`src/rtl/fir_reg_bank_if.sv`:
```
// Request/acknowledge register bus between a master and the filter register bank.
//   req      master -> slave  transaction request, held high until ack
//   wr_en    master -> slave  1 = write, 0 = read
//   addr     master -> slave  register address
//   wr_data  master -> slave  write data
//   ack      slave  -> master one-cycle completion pulse
//   err      slave  -> master transaction rejected (valid with ack)
//   rd_data  slave  -> master read data (valid with ack, 0 on writes/errors)
interface fir_reg_bank_if #(
  parameter int unsigned DATA_W = 8,
  parameter int unsigned ADDR_W = 8
);
  logic              req;
  logic              wr_en;
  logic [ADDR_W-1:0] addr;
  logic [DATA_W-1:0] wr_data;
  logic              ack;
  logic              err;
  logic [DATA_W-1:0] rd_data;

  modport master (
    output req, wr_en, addr, wr_data,
    input  ack, err, rd_data
  );

  modport slave (
    input  req, wr_en, addr, wr_data,
    output ack, err, rd_data
  );
endinterface

```
`src/rtl/fir_reg_bank.sv`:
```
// Control/status register bank for the filter datapath. Coefficient, divider and
// decimation-ratio writes land in shadow registers; a CTRL write with the apply bit
// copies every shadow to the live outputs in one edge. Also holds conversion enable,
// a set-only lock, chip ID, an ADC snapshot and sticky status flags.
// Ports:
//   clk, rst            clock and synchronous active-high reset
//   bus                 req/ack register bus (slave side)
//   I_adc_data/valid    ADC sample and strobe
//   O_coef              live coefficients, coef k at [k*DATA_W +: DATA_W]
//   O_coef_div          live divider
//   O_decimation_ratio  live CIC ratio
//   O_conv_en           conversion enable
// Map (C = N_COEF): 0..C-1 COEF | C DIV | C+1 DEC | C+2 ID | C+3 CTRL | C+4 ADC | C+5 STATUS
module fir_reg_bank #(
  parameter int unsigned DATA_W  = 8,
  parameter int unsigned ADDR_W  = 8,
  parameter int unsigned N_COEF  = 3,
  parameter logic [7:0]  CHIP_ID = 8'hA5
) (
  input  logic                     clk,
  input  logic                     rst,
  fir_reg_bank_if.slave            bus,
  input  logic [DATA_W-1:0]        I_adc_data,
  input  logic                     I_adc_valid,
  output logic [N_COEF*DATA_W-1:0] O_coef,
  output logic [DATA_W-1:0]        O_coef_div,
  output logic [1:0]               O_decimation_ratio,
  output logic                     O_conv_en
);

  localparam int unsigned A_DIV    = N_COEF;
  localparam int unsigned A_DEC    = N_COEF + 1;
  localparam int unsigned A_ID     = N_COEF + 2;
  localparam int unsigned A_CTRL   = N_COEF + 3;
  localparam int unsigned A_ADC    = N_COEF + 4;
  localparam int unsigned A_STATUS = N_COEF + 5;

  localparam logic [1:0] ST_IDLE     = 2'd0;
  localparam logic [1:0] ST_RESP     = 2'd1;
  localparam logic [1:0] ST_WAIT_REL = 2'd2;

  logic [1:0]        state;
  logic [1:0]        state_nxt;

  // Shadow registers
  logic [DATA_W-1:0] coef_sh [N_COEF];
  logic [DATA_W-1:0] div_sh;
  logic [1:0]        dec_sh;

  // Control / status state
  logic              lock_q;
  logic              err_sticky_q;
  logic              adc_overrun_q;
  logic              adc_unread_q;
  logic [DATA_W-1:0] adc_snap_q;

  // Decode
  logic              accept_c;
  logic [N_COEF-1:0] hit_coef_c;
  logic              hit_div_c;
  logic              hit_dec_c;
  logic              hit_id_c;
  logic              hit_ctrl_c;
  logic              hit_adc_c;
  logic              hit_status_c;
  logic              mapped_c;
  logic              lockable_c;
  logic              err_c;
  logic              wr_ok_c;
  logic              adc_rd_c;
  logic [DATA_W-1:0] rd_val_c;

  // Next-state logic: a request is taken only from IDLE, so a held req yields one ack
  always_comb begin
    state_nxt = state;
    accept_c  = 1'b0;
    case (state)
      ST_IDLE: begin
        if (bus.req) begin
          state_nxt = ST_RESP;
          accept_c  = 1'b1;
        end
      end
      ST_RESP:     state_nxt = ST_WAIT_REL;
      ST_WAIT_REL: begin
        if (!bus.req) state_nxt = ST_IDLE;
      end
      default:     state_nxt = ST_IDLE;
    endcase
  end

  // Address decode, access check and read mux
  always_comb begin
    hit_coef_c = '0;
    rd_val_c   = '0;
    for (int k = 0; k < N_COEF; k++) begin
      if (bus.addr == ADDR_W'(k)) begin
        hit_coef_c[k] = 1'b1;
        rd_val_c      = coef_sh[k];
      end
    end
    hit_div_c    = (bus.addr == ADDR_W'(A_DIV));
    hit_dec_c    = (bus.addr == ADDR_W'(A_DEC));
    hit_id_c     = (bus.addr == ADDR_W'(A_ID));
    hit_ctrl_c   = (bus.addr == ADDR_W'(A_CTRL));
    hit_adc_c    = (bus.addr == ADDR_W'(A_ADC));
    hit_status_c = (bus.addr == ADDR_W'(A_STATUS));

    if (hit_div_c)    rd_val_c = div_sh;
    if (hit_dec_c)    rd_val_c = DATA_W'(dec_sh);
    if (hit_id_c)     rd_val_c = DATA_W'(CHIP_ID);
    // Apply bit is a pulse and always reads back as 0
    if (hit_ctrl_c)   rd_val_c = DATA_W'({lock_q, O_conv_en});
    if (hit_adc_c)    rd_val_c = adc_snap_q;
    if (hit_status_c) rd_val_c = DATA_W'({adc_unread_q, adc_overrun_q, err_sticky_q});

    mapped_c   = (|hit_coef_c) | hit_div_c | hit_dec_c | hit_id_c |
                 hit_ctrl_c | hit_adc_c | hit_status_c;
    lockable_c = (|hit_coef_c) | hit_div_c | hit_dec_c;
    err_c      = !mapped_c ||
                 (bus.wr_en && (hit_id_c || hit_adc_c || (lockable_c && lock_q)));
    wr_ok_c    = accept_c && bus.wr_en && !err_c;
    adc_rd_c   = accept_c && !bus.wr_en && hit_adc_c;
  end

  // State, response and register updates
  always_ff @(posedge clk) begin
    if (rst) begin
      state              <= ST_IDLE;
      bus.ack            <= 1'b0;
      bus.err            <= 1'b0;
      bus.rd_data        <= '0;
      for (int k = 0; k < N_COEF; k++) coef_sh[k] <= '0;
      div_sh             <= '0;
      dec_sh             <= 2'd1;
      O_coef             <= '0;
      O_coef_div         <= '0;
      O_decimation_ratio <= 2'd1;
      O_conv_en          <= 1'b0;
      lock_q             <= 1'b0;
      err_sticky_q       <= 1'b0;
      adc_overrun_q      <= 1'b0;
      adc_unread_q       <= 1'b0;
      adc_snap_q         <= '0;
    end else begin
      state       <= state_nxt;
      bus.ack     <= accept_c;
      bus.err     <= accept_c && err_c;
      bus.rd_data <= (accept_c && !bus.wr_en && !err_c) ? rd_val_c : '0;

      if (wr_ok_c) begin
        for (int k = 0; k < N_COEF; k++) begin
          if (hit_coef_c[k]) coef_sh[k] <= bus.wr_data;
        end
        if (hit_div_c) div_sh <= bus.wr_data;
        if (hit_dec_c) dec_sh <= bus.wr_data[1:0];
        if (hit_ctrl_c) begin
          O_conv_en <= bus.wr_data[0];
          lock_q    <= lock_q | bus.wr_data[1];
          // Atomic apply: every live output takes its shadow on this edge
          if (bus.wr_data[2]) begin
            for (int k = 0; k < N_COEF; k++) O_coef[k*DATA_W +: DATA_W] <= coef_sh[k];
            O_coef_div         <= div_sh;
            O_decimation_ratio <= dec_sh;
          end
        end
      end

      // Sticky flags: clears first so a coincident hardware set wins
      if (wr_ok_c && hit_status_c && bus.wr_data[0]) err_sticky_q  <= 1'b0;
      if (wr_ok_c && hit_status_c && bus.wr_data[1]) adc_overrun_q <= 1'b0;
      if (accept_c && err_c) err_sticky_q <= 1'b1;

      // A read completing on the same edge as a new sample suppresses overrun
      if (I_adc_valid) begin
        if (adc_unread_q && !adc_rd_c) adc_overrun_q <= 1'b1;
        adc_snap_q   <= I_adc_data;
        adc_unread_q <= 1'b1;
      end else if (adc_rd_c) begin
        adc_unread_q <= 1'b0;
      end
    end
  end

endmodule

```
`src/flat_wrapper.sv`:
```
// flat-port wrapper written by rule: the top's interface ports become plain ports
module fir_reg_bank_flat 
#(
  parameter int unsigned DATA_W  = 8,
  parameter int unsigned ADDR_W  = 8,
  parameter int unsigned N_COEF  = 3,
  parameter logic [7:0]  CHIP_ID = 8'hA5
)
  (clk, rst, I_adc_data, I_adc_valid, O_coef, O_coef_div, O_decimation_ratio, O_conv_en, bus_req, bus_wr_en, bus_addr, bus_wr_data, bus_ack, bus_err, bus_rd_data);
  fir_reg_bank_if #(.DATA_W(DATA_W), .ADDR_W(ADDR_W)) bus_i ();
  input  logic clk;
  input  logic rst;
  input  logic [DATA_W-1:0] I_adc_data;
  input  logic I_adc_valid;
  output logic [N_COEF*DATA_W-1:0] O_coef;
  output logic [DATA_W-1:0] O_coef_div;
  output logic [1:0] O_decimation_ratio;
  output logic O_conv_en;
  input wire logic [$bits(bus_i.req)-1:0] bus_req;
  input wire logic [$bits(bus_i.wr_en)-1:0] bus_wr_en;
  input wire logic [$bits(bus_i.addr)-1:0] bus_addr;
  input wire logic [$bits(bus_i.wr_data)-1:0] bus_wr_data;
  output wire logic [$bits(bus_i.ack)-1:0] bus_ack;
  output wire logic [$bits(bus_i.err)-1:0] bus_err;
  output wire logic [$bits(bus_i.rd_data)-1:0] bus_rd_data;
  assign bus_i.req = bus_req;
  assign bus_i.wr_en = bus_wr_en;
  assign bus_i.addr = bus_addr;
  assign bus_i.wr_data = bus_wr_data;
  assign bus_ack = bus_i.ack;
  assign bus_err = bus_i.err;
  assign bus_rd_data = bus_i.rd_data;
  fir_reg_bank #(.DATA_W(DATA_W), .ADDR_W(ADDR_W), .N_COEF(N_COEF), .CHIP_ID(CHIP_ID)) u_core (.clk(clk), .rst(rst), .bus(bus_i), .I_adc_data(I_adc_data), .I_adc_valid(I_adc_valid), .O_coef(O_coef), .O_coef_div(O_coef_div), .O_decimation_ratio(O_decimation_ratio), .O_conv_en(O_conv_en));
endmodule
```
`config.mk`:
```
export PLATFORM = sky130hd
export DESIGN_NAME = fir_reg_bank_flat
export DESIGN_NICKNAME = d
export VERILOG_FILES = /design/src/rtl/fir_reg_bank_if.sv /design/src/rtl/fir_reg_bank.sv /design/src/flat_wrapper.sv
export SDC_FILE = /design/constraint.sdc
export NUM_CORES = 1
export LEC_CHECK = 0
export ABC_AREA = 0
export CORE_MARGIN = 3
export CORE_UTILIZATION = 30
export CTS_CLUSTER_DIAMETER = 40
export DETAILED_ROUTE_END_ITERATION = 8
export PLACE_DENSITY_LB_ADDON = 0.12
export SLEW_MARGIN = 20
export SYNTH_ARGS = -nofsm -noshare
export SYNTH_HDL_FRONTEND = slang
export SYNTH_SLANG_ARGS = --single-unit
export TNS_END_PERCENT = 1
```
`constraint.sdc`:
```
create_clock -name clk -period 3.8 [get_ports clk]
set_clock_uncertainty 0.05 [all_clocks]
set_input_delay 1.14 -clock clk [delete_from_list [all_inputs] [get_ports clk]]
set_output_delay 1.14 -clock clk [all_outputs]
set_load 0.02 [all_outputs]
```
==> impl_metrics.tcl, run 1 <==
set metrics [dict create \
    outcome "complete, no violations" \
    port_buffers 73 \
    met1_length_um 4680 \
    met2_wirelength_um 4750 \
    highest_layer "met4" \
    hold_viol 0 \
    p_int_uw 1740 \
    synthArstFlopShare_pct 0 \
    drive_gt1_share_pct 11.8 \
    dieArea_um2 13800 \
    yosysUniqueCellTypes 47 \
    cts_root_buf "clkbuf_16" \
    cp-endpoint "u_core.coef_sh[0][4]" \
    drv_cap 0 \
    grt_pass1_wl_um 16400 \
    switching_share_pct 20.7 \
    row_count 40 \
    io_pins 74 \
    hold_path.class "flip-flop to flip-flop" \
    power.total_uw 2200 \
    fin_crit_sh_pct 80.8 \
    power_frac_seq_pct 47.7 \
    crit_arrival_ns 3.03 \
    die_w_um 118 \
    syn_inst 368 \
    routedWlPerCell_um 16.3 \
    slew-limit-headroom_pct 55.7 \
    dr_wl_met3_um 414 \
    ff2ff_path_depth 5 \
    gp_congestion 0.787 \
    final_util_pct 41.5 \
    clk_pin_slew_ns 0.06 \
    holdBufCountCts 0 \
    tritoncts "done" \
    clk_latency_ns 0.34 \
    ys.flop_type "dfxtp_1" \
    ys_warn_count 0 \
    cp-startpoint "bus_req" \
    fmaxAchievable_mhz 326 \
    syn2layout_area_growth_pct 34.7 \
    end_kind "flip-flop" \
    cts_sinks 93 \
    worstSetupStartpointType "input pin" \
    layout_common_cells "83 x nand2_1, 72 x clkdlybuf4s50_1, 69 x dfxtp_1" \
    ff2ff_setup_slack_ns 1.70 \
    critical_path_class "input pin to flip-flop" \
    cp.required_ns 3.76 \
    vias 2941 \
    nets 474 \
    setup_tns_ns 0 \
    p_clk_share_pct 46.3 \
    syn-cell-area_um2 3740 \
    avgSynthCellArea_um2 10.2 \
    layout_commonest_cell "nand2_1" \
    yosysSeqAreaShare_pct 56.3 \
    cts_setup_buffers 0 \
    setup_viol 0 \
    grt.overflow.total 0 \
    drc 0 \
    hpwl_um 7320 \
    r2r_start "u_core.state[0]" \
    grt_max_degree 61 \
    r2r_end "u_core.coef_sh[0][4]" \
    synth_edf_count 24 \
    rsz0062_at_grt "false" \
    first_pass_iters 4 \
    antenna_cells 0 \
    core-area_um2 12100 \
    die_y_um 118 \
    htree_num_levels 3 \
    ys_ff_latch 93 \
    drtIter0Drc 139 \
    combPwrFrac_pct 6.0 \
    ant_nets 0 \
    clockBufferDepth 2 \
    grt_usage_pct 15.0 \
    antenna_found_initial 0 \
    first_global_vias 2973 \
    floorplan.initialDensity_pct 30.8 \
    worst_pin_slew_ns 0.665 \
    ctsResizeCount 0 \
    syn_nets 397 \
    leakagePower_uw 0.00174 \
    fin_crit_ns 3.07 \
    power.density_nw_per_um2 436 \
    worstPathMaxFanout 8 \
    routed_wl_um 10100 \
    maxSlewViolCount 0 \
    switching_power_uw 455 \
    cts_buffers 9 \
    viasPerCell 4.76 \
    max-vdd-ir-drop_v 0.000234 \
]
cell usage after synthesis, types with 2 or more instances:
| master | instances | area [um^2] |
|---|---|---|
| nor2b_1 | 2 | 12.5 |
| nor4_1 | 2 | 12.5 |
| nor4_2 | 2 | 25.0 |
| a22oi_1 | 3 | 22.5 |
| nor4bb_1 | 2 | 20.0 |
| mux2_2 | 2 | 22.5 |
| or3_1 | 2 | 12.5 |
| inv_1 | 7 | 26.3 |
| o21ai_0 | 3 | 15.0 |
| nand4_1 | 4 | 25.0 |
| mux4_2 | 7 | 158 |
| a31o_2 | 3 | 26.3 |
| or4b_2 | 3 | 30.0 |
| nand2b_1 | 2 | 12.5 |
| nor3_1 | 2 | 10.0 |
| clkbuf_1 | 15 | 56.3 |
| nand2_1 | 83 | 312 |
| nor2_1 | 31 | 116 |
| or4bb_1 | 2 | 22.5 |
| a221oi_1 | 3 | 26.3 |
| buf_2 | 5 | 25.0 |
| mux2i_1 | 20 | 200 |
| and2_1 | 9 | 56.3 |
| edfxtp_1 | 24 | 721 |
| dfxtp_1 | 69 | 1380 |
| buf_1 | 2 | 7.51 |
| a21oi_1 | 39 | 195 |
critical path: stages:
cell and delay [ns]:
clkdlybuf4s50_1 0.51, nor4bb_1 0.45, nand2_1 0.15, nor4_1 0.28
buf_4 0.17, a21o_1 0.32
stage by stage:
| stage | hold slack (ns) | std cells | setup slack (ns) | cell area, um^2 |
|---|---|---|---|---|
| 6_report | 0.406 | 618 | 0.729 | 5030 |
| 2_1_floorplan | 0.391 | 368 | 0.921 | 3740 |
| 4_1_cts | 0.410 | 618 | 0.712 | 5030 |
| 3_5_place_dp | 0.400 | 602 | 0.344 | 4690 |
| 5_1_grt | 0.428 | 618 | 0.565 | 5030 |
| 3_3_place_gp | 0.399 | 602 | 0.354 | 4690 |
state kept, by name, indices dropped and copies added, names as in the netlist:
register	count
u_core.bus.ack	1
u_core.bus.err	1
u_core.O_decimation_ratio	2
u_core.lock_q	1
u_core.adc_snap_q	8
u_core.O_coef_div	8
u_core.bus.rd_data	8
u_core.dec_sh	2
u_core.state	2
u_core.O_coef	24
u_core.O_conv_en	1
u_core.adc_overrun_q	1
u_core.err_sticky_q	1
u_core.div_sh	8
u_core.coef_sh	24
u_core.adc_unread_q	1
worst min-delay path by stage:
stage / depth (start not counted) / startpoint / end / slack (ns)
after floorplan: 2 / u_core.div_sh[1] / u_core.O_coef_div[1] / 0.39
after global placement: 2 / u_core.O_coef_div[5] / u_core.O_coef_div[5] / 0.40
after detailed placement: 2 / u_core.O_coef[11] / u_core.O_coef[11] / 0.40
after CTS: 2 / u_core.O_coef[12] / u_core.O_coef[12] / 0.41
after global routing: 2 / u_core.O_coef[10] / u_core.O_coef[10] / 0.43
final: 2 / u_core.O_coef[12] / u_core.O_coef[12] / 0.41
cell families (layout without fill, tap and decap cells):
family / Yosys count / count (layout) / synth area share [%]
simple gates: 155 / 155 / 20.2
flops: 93 / 93 / 56.3
compound gates: 61 / 61 / 9.98
buf+inv: 30 / 112 / 3.38
mux: 29 / 29 / 10.2
power groups by stage:
stage	Sequential (uW)	Combinational [uW]	Clock, uW
after global placement	1070	132	0
after CTS	1050	133	1040
after detailed placement	1070	132	0
final	1050	131	1020
after floorplan	1070	70.6	0
after global routing	1050	144	1080
final cells by class:
cell class | count | area [um^2]
Clock buffer | 10 | 229
Timing Repair Buffer | 89 | 846
Clock inverter | 6 | 111
Tap cell | 168 | 210
Inverter | 7 | 26.3
Multi-Input combinational cell | 245 | 1510
Sequential cell | 93 | 2100
Fill cell | 1220 | 7080
per-layer routing:
layer,GRT usage [%],vias to the layer above
met3,3.56,17
met1,19.9,1425
li1,-,1446
met2,23.8,53
met4,5.86,0
met5,0,-
Power figures use the tool's default switching activity.
==> inputs of run 2 (changes only) <==
==> constraint.sdc (replaced) <==
create_clock -name clk -period 3.15 [get_ports clk]
set_clock_uncertainty 0.05 [all_clocks]
set_input_delay 0.945 -clock clk [delete_from_list [all_inputs] [get_ports clk]]
set_output_delay 0.945 -clock clk [all_outputs]
set_load 0.02 [all_outputs]
==> run 2 against run 1 <==
Design area increased by 0.75%. Sequential cell count unchanged. Die area unchanged. Hold slack better by 0.00063 ns. Count of clock-buffer cells in the layout up 2. Combinational power rose by 27%. Global-route usage grew 0.19 points. Clock power increased by 4%. First-iteration DRC count grew 35%. Cell count increased by 1.1%. Sequential share of layout area fell by 0.31 points. Critical path type unchanged. Largest cell class unchanged.
==> impl_metrics.tcl, run 2 (synthesis results as in run 1) <==
set metrics [dict create \
    cp.required_ns 3.13 \
    power.density_nw_per_um2 491 \
    clockBufferDepth 2 \
    switching_power_uw 544 \
    antenna_cells 0 \
    holdBufCountCts 0 \
    clk_latency_ns 0.34 \
    die_y_um 118 \
    crit_arrival_ns 2.73 \
    cts_setup_buffers 0 \
    critical_path_class "input pin to flip-flop" \
    htree_num_levels 3 \
    first_global_vias 3031 \
    crit_path_top_delay_cell "clkdlybuf4s50_1" \
    grt_usage_pct 15.2 \
    hpwl_um 7300 \
    p_clk_share_pct 42.6 \
    max-vdd-ir-drop_v 0.000263 \
    core-area_um2 12100 \
    cp_slowest_stage_delay_ns 0.52 \
    antenna_found_initial 0 \
    routedWlPerCell_um 16.2 \
    tritoncts "done" \
    fin_crit_sh_pct 87.2 \
    drc 0 \
    grt_pass1_wl_um 16600 \
    outcome "complete, no violations" \
    grt.overflow.total 0 \
    finalInstanceArea_um2 5070 \
    slew-limit-headroom_pct 56.5 \
    die_w_um 118 \
    grt_max_degree 61 \
    viasPerCell 4.69 \
    rsz0062_at_grt "false" \
    nets 481 \
    power_frac_seq_pct 50.8 \
    crit_chain "clkdlybuf4s50_1, nor4bb_1, nand2_1, nor4_1, buf_4, a31o_2" \
    dieArea_um2 13800 \
    ant_nets 0 \
    end_kind "flip-flop" \
    dp_slack_ns 0.00467 \
    first_pass_iters 4 \
    layout_common_cells "83 x nand2_1, 72 x clkdlybuf4s50_1, 69 x dfxtp_1" \
    io_pins 74 \
    vias 2934 \
    placedInstanceArea_um2 4780 \
    leakagePower_uw 0.00176 \
    ctsResizeCount 0 \
    syn2layout_area_growth_pct 35.7 \
    floorplan.initialDensity_pct 30.8 \
    maxSlewViolCount 0 \
    combPwrFrac_pct 6.7 \
    setup_tns_ns 0 \
    port_buffers 73 \
    gp_congestion 0.787 \
    cts_sinks 93 \
    hold_path.class "flip-flop to flip-flop" \
    worstPathMaxFanout 8 \
    worst_pin_slew_ns 0.653 \
    worstSetupStartpointType "input pin" \
    hold_viol 0 \
    cts_root_buf "clkbuf_16" \
    routed_wl_um 10100 \
    clk_pin_slew_ns 0.06 \
    switching_share_pct 21.8 \
    layout_commonest_cell "nand2_1" \
    row_count 40 \
    reg_top3 "u_core.O_coef x24, u_core.coef_sh x24" \
    setup_ws_ns 0.403 \
    p_int_uw 1950 \
    fin_crit_ns 2.75 \
    drtIter0Drc 187 \
    fmaxAchievable_mhz 364 \
    drive_gt1_share_pct 12.7 \
    cts_buffers 9 \
    drv_cap 0 \
    setup_viol 0 \
]
## run 2: per-layer routing
metal  up-vias  wire length [um]  GRT usage (%)
met2        61              4970           24.9
met1      1411              4610           19.6
li1       1458                 -              -
met5         -                 0              0
met4         0                60           4.40
met3         4               461           4.37
## run 2: power by group through the flow
stage,Clock (uW),Sequential [uW],Combinational [uW]
after floorplan,0,1290,85.2
after global placement,0,1290,166
after detailed placement,0,1290,167
after CTS,1100,1260,168
after global routing,1150,1270,181
final,1060,1260,166
## run 2: critical path, delay by kind of cell
family                 cells  cell delay, ns
AND/OR/NAND/NOR            3            0.79
buffers and inverters      2            0.69
AO/OA/AOI/OAI              1            0.30
## run 2: stage by stage
step           hold slack [ns]  std cells  util, %  total power, uW
2_1_floorplan            0.391        368        -             1370
3_3_place_gp             0.400        609     39.5             1460
3_5_place_dp             0.399        609     39.5             1460
4_1_cts                  0.410        625     41.9             2530
5_1_grt                  0.429        625     41.9             2590
6_report                 0.406        625     41.9             2490
## run 2: worst paths after layout
| check | startpoint | to | slack (ns) | cells after the start |
|---|---|---|---|---|
| worst min register to register | u_core.O_coef[9] | u_core.O_coef[9] | 0.41 | 2 |
| worst max-delay path | bus_req | u_core.coef_sh[0][19] | 0.40 | 6 |
| worst min-delay path | u_core.O_coef[9] | u_core.O_coef[9] | 0.41 | 2 |
| worst max register to register | u_core.state[0] | u_core.coef_sh[0][19] | 1.19 | 5 |
## run 2: area by class of cell
cell class                      instances  area [um^2]
Clock buffer                           12          236
Timing Repair Buffer                   96          936
Sequential cell                        93         2100
Inverter                                7         26.3
Clock inverter                          4         51.3
Tap cell                              168          210
Fill cell                            1253         7040
Multi-Input combinational cell        245         1510
